### src/rtl/board_dp_pkg.sv
// Shared constants, encodings and small helpers for the sudoku board datapath.
package board_dp_pkg;
  localparam int         NUM_CELLS = 81;
  localparam logic [7:0] LFSR_SEED = 8'hA5;

  // A cell is fixed when the LFSR sample falls below the threshold.
  localparam logic [7:0] THR_EASY = 8'd160;
  localparam logic [7:0] THR_MED  = 8'd112;
  localparam logic [7:0] THR_HARD = 8'd64;

  typedef enum logic [1:0] {
    DIFF_EASY = 2'd0,
    DIFF_MED  = 2'd1,
    DIFF_HARD = 2'd2,
    DIFF_TEST = 2'd3
  } diff_e;

  typedef enum logic [2:0] {
    OP_NONE, OP_GEN, OP_BOARD, OP_DIFF, OP_CELL, OP_VAL, OP_CHECK
  } op_e;

  typedef enum logic {ST_IDLE, ST_SWEEP} state_e;

  // x^8+x^6+x^5+x^4+1, shift-left Fibonacci form
  function automatic logic [7:0] lfsr_next(input logic [7:0] l);
    return {l[6:0], l[7] ^ l[5] ^ l[4] ^ l[3]};
  endfunction

  // Only the highest-priority phase flag is acted on.
  function automatic op_e decode_op(input logic g, input logic b, input logic d,
                                    input logic c, input logic v, input logic k);
    if (g)      return OP_GEN;
    else if (b) return OP_BOARD;
    else if (d) return OP_DIFF;
    else if (c) return OP_CELL;
    else if (v) return OP_VAL;
    else if (k) return OP_CHECK;
    else        return OP_NONE;
  endfunction
endpackage

### src/rtl/board_dp_sol_gen.sv
// Solution digit for a cell: a shifted Latin-square pattern that is a valid sudoku.
module sol_gen (
  input  logic [6:0] idx,
  input  logic [3:0] shift,
  output logic [3:0] digit
);
  logic [6:0] w_r, w_c, w_s;

  assign w_r   = idx / 7'd9;
  assign w_c   = idx % 7'd9;
  assign w_s   = 7'd3 * (w_r % 7'd3) + w_r / 7'd3 + w_c + {3'd0, shift};
  assign digit = 4'((w_s % 7'd9) + 7'd1);
endmodule

### src/rtl/board_dp.sv
// Board datapath: LFSR, puzzle generation sweep, cursor, guarded writes, solve tracking.
module board_dp
  import board_dp_pkg::*;
(
  input  logic       clka,
  input  logic       restart,
  input  logic       gen_rand_flag,
  input  logic       set_board_flag,
  input  logic       set_diff_flag,
  input  logic       cell_flag,
  input  logic       val_flag,
  input  logic       check_flag,
  input  logic       enter,
  input  logic [6:0] cell_in,
  input  logic [3:0] digit_in,
  input  logic [1:0] diff_in,
  output logic       solved,
  output logic       busy,
  output logic       write_ok,
  output logic       write_rej,
  output logic [6:0] cursor,
  output logic [3:0] cell_val,
  output logic       cell_given,
  output logic [6:0] mismatch_cnt
);
  state_e r_state, w_state_nxt;
  op_e    w_op;

  logic [7:0]           r_lfsr;
  logic [3:0]           r_shift;
  logic [1:0]           r_diff;
  logic [6:0]           r_idx, r_cursor, r_mis;
  logic                 r_board_d, r_ready, r_solved, r_ok, r_rej;
  logic [3:0]           r_grid [NUM_CELLS];
  logic [NUM_CELLS-1:0] r_given;

  logic       w_busy, w_start, w_last, w_sweep_given, w_cell_sel, w_val_req, w_wr;
  logic [3:0] w_sol_sweep, w_sol_cur, w_old;

  assign w_op    = decode_op(gen_rand_flag, set_board_flag, set_diff_flag,
                             cell_flag, val_flag, check_flag);
  assign w_busy  = (r_state == ST_SWEEP);
  assign w_start = (w_op == OP_DIFF) && enter && !w_busy;
  assign w_last  = (r_idx == 7'(NUM_CELLS - 1));

  sol_gen u_sol_sweep (.idx(r_idx),    .shift(r_shift), .digit(w_sol_sweep));
  sol_gen u_sol_cur   (.idx(r_cursor), .shift(r_shift), .digit(w_sol_cur));

  // Fixed-cell decision for the cell currently being swept
  always_comb begin
    w_sweep_given = 1'b0;
    case (diff_e'(r_diff))
      DIFF_EASY: w_sweep_given = (r_lfsr < THR_EASY);
      DIFF_MED:  w_sweep_given = (r_lfsr < THR_MED);
      DIFF_HARD: w_sweep_given = (r_lfsr < THR_HARD);
      DIFF_TEST: w_sweep_given = (r_idx != 7'(NUM_CELLS - 1));
      default:   w_sweep_given = 1'b0;
    endcase
  end

  assign w_cell_sel = (w_op == OP_CELL) && enter && !w_busy && (cell_in < 7'(NUM_CELLS));
  assign w_val_req  = (w_op == OP_VAL) && enter && !w_busy;
  assign w_old      = r_grid[r_cursor];
  assign w_wr       = w_val_req && !r_given[r_cursor] &&
                      (digit_in != 4'd0) && (digit_in <= 4'd9);

  // Sweep FSM next state
  always_comb begin
    w_state_nxt = r_state;
    case (r_state)
      ST_IDLE:  if (w_start) w_state_nxt = ST_SWEEP;
      ST_SWEEP: if (w_last)  w_state_nxt = ST_IDLE;
      default:  w_state_nxt = ST_IDLE;
    endcase
  end

  // Sweep FSM state register
  always_ff @(negedge clka) begin
    if (restart) r_state <= ST_IDLE;
    else         r_state <= w_state_nxt;
  end

  // LFSR runs while the controller asks for randomness or a sweep consumes it
  always_ff @(negedge clka) begin
    if (restart)                         r_lfsr <= LFSR_SEED;
    else if (w_op == OP_GEN || w_busy)   r_lfsr <= lfsr_next(r_lfsr);
  end

  // Board storage, cursor, write handling and solve status
  always_ff @(negedge clka) begin
    if (restart) begin
      for (int i = 0; i < NUM_CELLS; i++) r_grid[i] <= 4'd0;
      r_given   <= '0;
      r_shift   <= 4'd0;
      r_diff    <= 2'd0;
      r_idx     <= 7'd0;
      r_cursor  <= 7'd0;
      r_mis     <= 7'd0;
      r_board_d <= 1'b0;
      r_ready   <= 1'b0;
      r_solved  <= 1'b0;
      r_ok      <= 1'b0;
      r_rej     <= 1'b0;
    end else begin
      r_ok      <= 1'b0;
      r_rej     <= 1'b0;
      r_board_d <= (w_op == OP_BOARD);
      if (w_op == OP_BOARD && !r_board_d) r_shift <= 4'(r_lfsr % 8'd9);

      if (w_start) begin
        r_diff  <= diff_in;
        r_idx   <= 7'd0;
        r_mis   <= 7'd0;
        r_ready <= 1'b0;
      end

      // Non-fixed cells start empty, so each one adds a mismatch
      if (w_busy) begin
        r_grid[r_idx]  <= w_sweep_given ? w_sol_sweep : 4'd0;
        r_given[r_idx] <= w_sweep_given;
        if (!w_sweep_given) r_mis <= r_mis + 7'd1;
        r_idx <= r_idx + 7'd1;
        if (w_last) r_ready <= 1'b1;
      end

      if (w_cell_sel) r_cursor <= cell_in;

      if (w_val_req) begin
        if (w_wr) begin
          r_grid[r_cursor] <= digit_in;
          r_ok <= 1'b1;
          if (w_old != w_sol_cur && digit_in == w_sol_cur && r_mis != 7'd0)
            r_mis <= r_mis - 7'd1;
          else if (w_old == w_sol_cur && digit_in != w_sol_cur && r_mis < 7'(NUM_CELLS))
            r_mis <= r_mis + 7'd1;
        end else begin
          r_rej <= 1'b1;
        end
      end

      r_solved <= r_ready && !w_busy && (r_mis == 7'd0);
    end
  end

  assign solved       = r_solved;
  assign busy         = w_busy;
  assign write_ok     = r_ok;
  assign write_rej    = r_rej;
  assign cursor       = r_cursor;
  assign cell_val     = r_grid[r_cursor];
  assign cell_given   = r_given[r_cursor];
  assign mismatch_cnt = r_mis;
endmodule
### config.mk
export PLATFORM = sky130hd
export DESIGN_NAME = board_dp
export DESIGN_NICKNAME = d
export VERILOG_FILES = /design/src/rtl/board_dp_pkg.sv /design/src/rtl/board_dp_sol_gen.sv /design/src/rtl/board_dp.sv
export SDC_FILE = /design/constraint.sdc
export NUM_CORES = 2
export LEC_CHECK = 0
export ABC_AREA = 1
export CAP_MARGIN = 15
export CORE_ASPECT_RATIO = 1.75
export CORE_MARGIN = 8
export CORE_UTILIZATION = 30
export DETAILED_ROUTE_END_ITERATION = 7
export GPL_TIMING_DRIVEN = 0
export PLACE_DENSITY = 0.41
export SKIP_CTS_REPAIR_TIMING = 1
export SYNTH_ARGS = -nofsm -noshare
export SYNTH_HDL_FRONTEND = slang
export SYNTH_SLANG_ARGS = --single-unit
### constraint.sdc
create_clock -name clka -period 14.4 [get_ports clka]
set_clock_uncertainty 0.05 [all_clocks]
set_input_delay 1.44 -clock clka [delete_from_list [all_inputs] [get_ports clka]]
set_output_delay 1.44 -clock clka [all_outputs]
set_load 0.01 [all_outputs]
==> results.md <==
Yosys:
- The register area share after synthesis is 0.536.
- The register bit count reported by yosys is 641.
- The biggest area contributor in the post-synthesis netlist is edfxtp_1.
- The synthesized design contains around 510 enable-type register cells.
- The share of flip-flops with an asynchronous set or reset is 0.
- The cell count after synthesis came out at 3786.
- Summing every instance area after synthesis gives between 30000 and 40000 um2.
- Averaged over all synthesized cells, the footprint is between 8 and 9 um2.
- By area the synthesized netlist is led by edfxtp_1 (46%), nor2_1 (9.9%), dfxtp_1 (7.7%), o21ai_0 (7.4%), nand2_1 (5.2%).
- For this run, the leading register cell type out of synthesis is edfxtp_1.
- The count of unique library cells instantiated by Yosys is between 50 and 60.
- The commonest cells after synthesis are nor2_1 (885), edfxtp_1 (512), o21ai_0 (496).
- The most numerous cell in the Yosys netlist is nor2_1.
- The share of Yosys cell area claimed by the top area cell type is 0.459.
- The count of yosys warnings during synthesis is 0.
- When the netlist entered floorplanning its net count stood at between 3000 and 4000.

Layout:
- Relative to the synthesized area, the layout overhead comes to 23.7%.
- In the final layout, the share of cells above drive strength 1 is 0.0855.
- At the end of the flow, the number of nets in the layout was ~4700.
- The multi-input logic area is about 14000 um2.
- The finished cells cover between 40000 and 50000 um2.
- The number of filler instances in the final layout is 12037.
- Summing all flip-flop and latch instances after layout gives around 18000 um2.

CTS:
- The source-to-sink clock delay at the later pin of the worst-skew pair is about 0.7 ns.
- The maximum buffer depth of the clock tree is 3.
- The CTS tree is yes.
- Buffers inserted during clock tree synthesis total 70.
- The H-tree level count is 3.
- For this design, the sink count on the clock tree is ~640.
- Clock-pin slew was measured on the worst setup and hold paths at approximately 0.040 ns.
- The root buffer cell chosen for the clock tree is clkbuf_16.

Critical path:
- The capture point of the worst reg-to-reg path is r_grid[90][1]$_DFFE_NP_.
- The data arrival time at the worst-slack endpoint is roughly 13 ns.
- The setup check on the worst reg-to-reg path leaves a slack of 2.54 ns.
- The critical path data required time is 12.91 ns.
- The number of cells traversed by the worst register-to-register path is between 50 and 60.
- Following the worst setup path forward leads to its endpoint at cell_val[3].
- The largest single stage delay on the critical path is 0.86 ns.
- Traced cell by cell, the critical path runs through inv_1 > clkbuf_1 > clkbuf_1 > clkbuf_1 > o21ai_0 > o22ai_1 > o21ai_0 > o22ai_1 > nor2_1 > o21ai_0 > nand2_1 > nand2_1 > clkdlybuf4s50_1.
- The category of the most critical setup path is reg -> out.
- The largest driver fanout on the critical path is 10.
- The slowest library cell on the worst path is clkbuf_1.
- The startpoint of the worst register-to-register path is r_idx[0]$_SDFFE_NP0P_.
- The startpoint type of the worst setup path is a register.
- STA classifies the critical path endpoint as an output pin.

Drt:
- The count of routing violations after the opening detailed-route iteration is roughly 2900.
- The number of design rule violations left after detail routing is 0.
- The residual antenna-violating net count after detailed routing is 0.
- After detailed routing, the average wire length per cell comes to around 27 um.
- Wires add up to 168000 um.
- The via count is around 32000.
- The per-cell via count in the routed design is ~5.3.
- The pre-antenna-repair detailed-routing pass consisted of 6 iterations.

STA:
- Setup violations remaining at the end of the flow were counted as 1.
- The final hold violation count is 0.
- Setup repair after global routing could not meet its margin everywhere.
- The max-slew violation count is 0.
- Setup slack on the critical path of the routed design comes to -0.0247 ns.
- The relative slew slack is 0.0744.
- The worst-margin pin slew is 1.39 ns.
- Final hold analysis gives a worst-case slack of slightly above 0.4 ns.

Hold path:
- The class of the most critical hold timing path is reg -> reg.

Global routing:
- The first global-routing pass estimated around 230000 um of wire.
- The number of global-route vias before repair is 33166.
- Entering global routing, the biggest net connects between 40 and 50 pins.
- Across every metal layer, demand over resource in global routing totals 0.268.
- The initial antenna violation count is 11.
- After global routing the overflow that remains totals 0.

Floorplanning:
- For this configuration, the core starts out at a cell density of 0.301.
- The floorplan step defined a core boundary enclosing about 110000 um2.
- The chip width is 269 um.
- The die outline height is ~460 um.
- The I/O pin count is 45.
- The standard-cell row count is between 150 and 200.
- The overall die area is about 120000 um2.

Placement:
- The instance area after placement is ~37000 um2.
- Detailed placement finished with a half-perimeter wire length of roughly 120000 um.
- The routability congestion estimate is slightly above 1.
- The count of input and output buffers is 44.

Power:
- The leakage component of the power is roughly 18 nW.
- VDD sags by at most between 0.00008 and 0.00009 V.
- The power per cell area is between 100 and 150 nW/um2.

Run status:
- The checks that failed: negative setup slack.
- The run finished, with violations left.

Run:
- The number of max-cap violations is 0.
-- layout by cell type, fill, tap and decap left out, types with 71 or more instances in the layout --
master and n:
a21oi_2 77, clkbuf_16 71, nand3_1 106, nor2_1 885, o22ai_1 135, clkbuf_1 169, edfxtp_1 512, o21ai_0 496
inv_1 887, nand2_1 459, a21oi_1 147, dfxtp_1 129
-- critical path: cells and delay by family, from the launching register on --
kind | cells | cell delay (ns)
simple gates | 3 | 0.47
flops | 1 | 0.46
buf+inv | 5 | 2.69
compound gates | 5 | 1.41
-- kinds of logic after synthesis --
| group | count (synthesis) | synth area share |
|---|---|---|
| buf+inv | 477 | 0.0576 |
| xor+xnor | 50 | 0.0133 |
| fa+ha+maj | 74 | 0.0321 |
| simple gates | 1607 | 0.200 |
| flops | 641 | 0.536 |
| compound gates | 937 | 0.161 |
-- worst min path at each step --
| stage | slack, ns | cells past startpoint | to | startpoint |
|---|---|---|---|---|
| 2_1_floorplan | 0.40 | 2 | solved$_SDFF_NP0_ | r_ready$_SDFF_NP0_ |
| 3_3_place_gp | 0.42 | 2 | solved$_SDFF_NP0_ | r_ready$_SDFF_NP0_ |
| 3_5_place_dp | 0.42 | 2 | solved$_SDFF_NP0_ | r_ready$_SDFF_NP0_ |
| 4_1_cts | 0.42 | 2 | solved$_SDFF_NP0_ | r_ready$_SDFF_NP0_ |
| 5_1_grt | 0.47 | 2 | solved$_SDFF_NP0_ | r_ready$_SDFF_NP0_ |
| 6_report | 0.41 | 2 | solved$_SDFF_NP0_ | r_ready$_SDFF_NP0_ |
-- flip-flops by register name, summed over array words and instances (netlist names), 2 cells and up, named ones only --
name and cells:
r_grid 512, r_lfsr 8, mismatch_cnt 7, cursor 7
r_given 81, r_idx 7, r_shift 4, r_diff 2
-- cell type report --
class,instances,share of cell area
Tap cell,1476,0.0446
Buffer,196,0.0214
Sequential cell,641,0.433
Timing Repair Buffer,92,0.0294
Multi-Input combinational cell,2668,0.329
Clock buffer,71,0.0429
Antenna cell,8,0.000483
Clock inverter,695,0.0737
Inverter,279,0.0253
-- per-stage QoR --
stage               setup slack [ns]  total power, mW   util  cells  setup TNS (ns)
global route                 -0.0768             5.73  0.373   6121         -0.0768
floorplan                       2.74             2.77      -   3786               0
detailed placement            -0.109             3.04  0.329   5351           -1.20
CTS                           -0.237             5.51  0.372   6116          -0.394
global placement              -0.994             3.03  0.322   5306         -110.70
finish                       -0.0247             5.45  0.373   6126         -0.0247
-- per-layer routing --
layer | routed length, um | global-route usage
met2 | 88200 | 0.482
met5 | 9 | 0
met1 | 54300 | 0.249
met4 | 15900 | 0.238
met3 | 9920 | 0.0586
-- power breakdown --
part,total [mW],internal (mW),switching (mW)
Clock,2.69,1.36,1.33
Combinational,0.648,0.169,0.479
Sequential,2.11,2.08,0.0258
(Power assumes the default switching activity.)
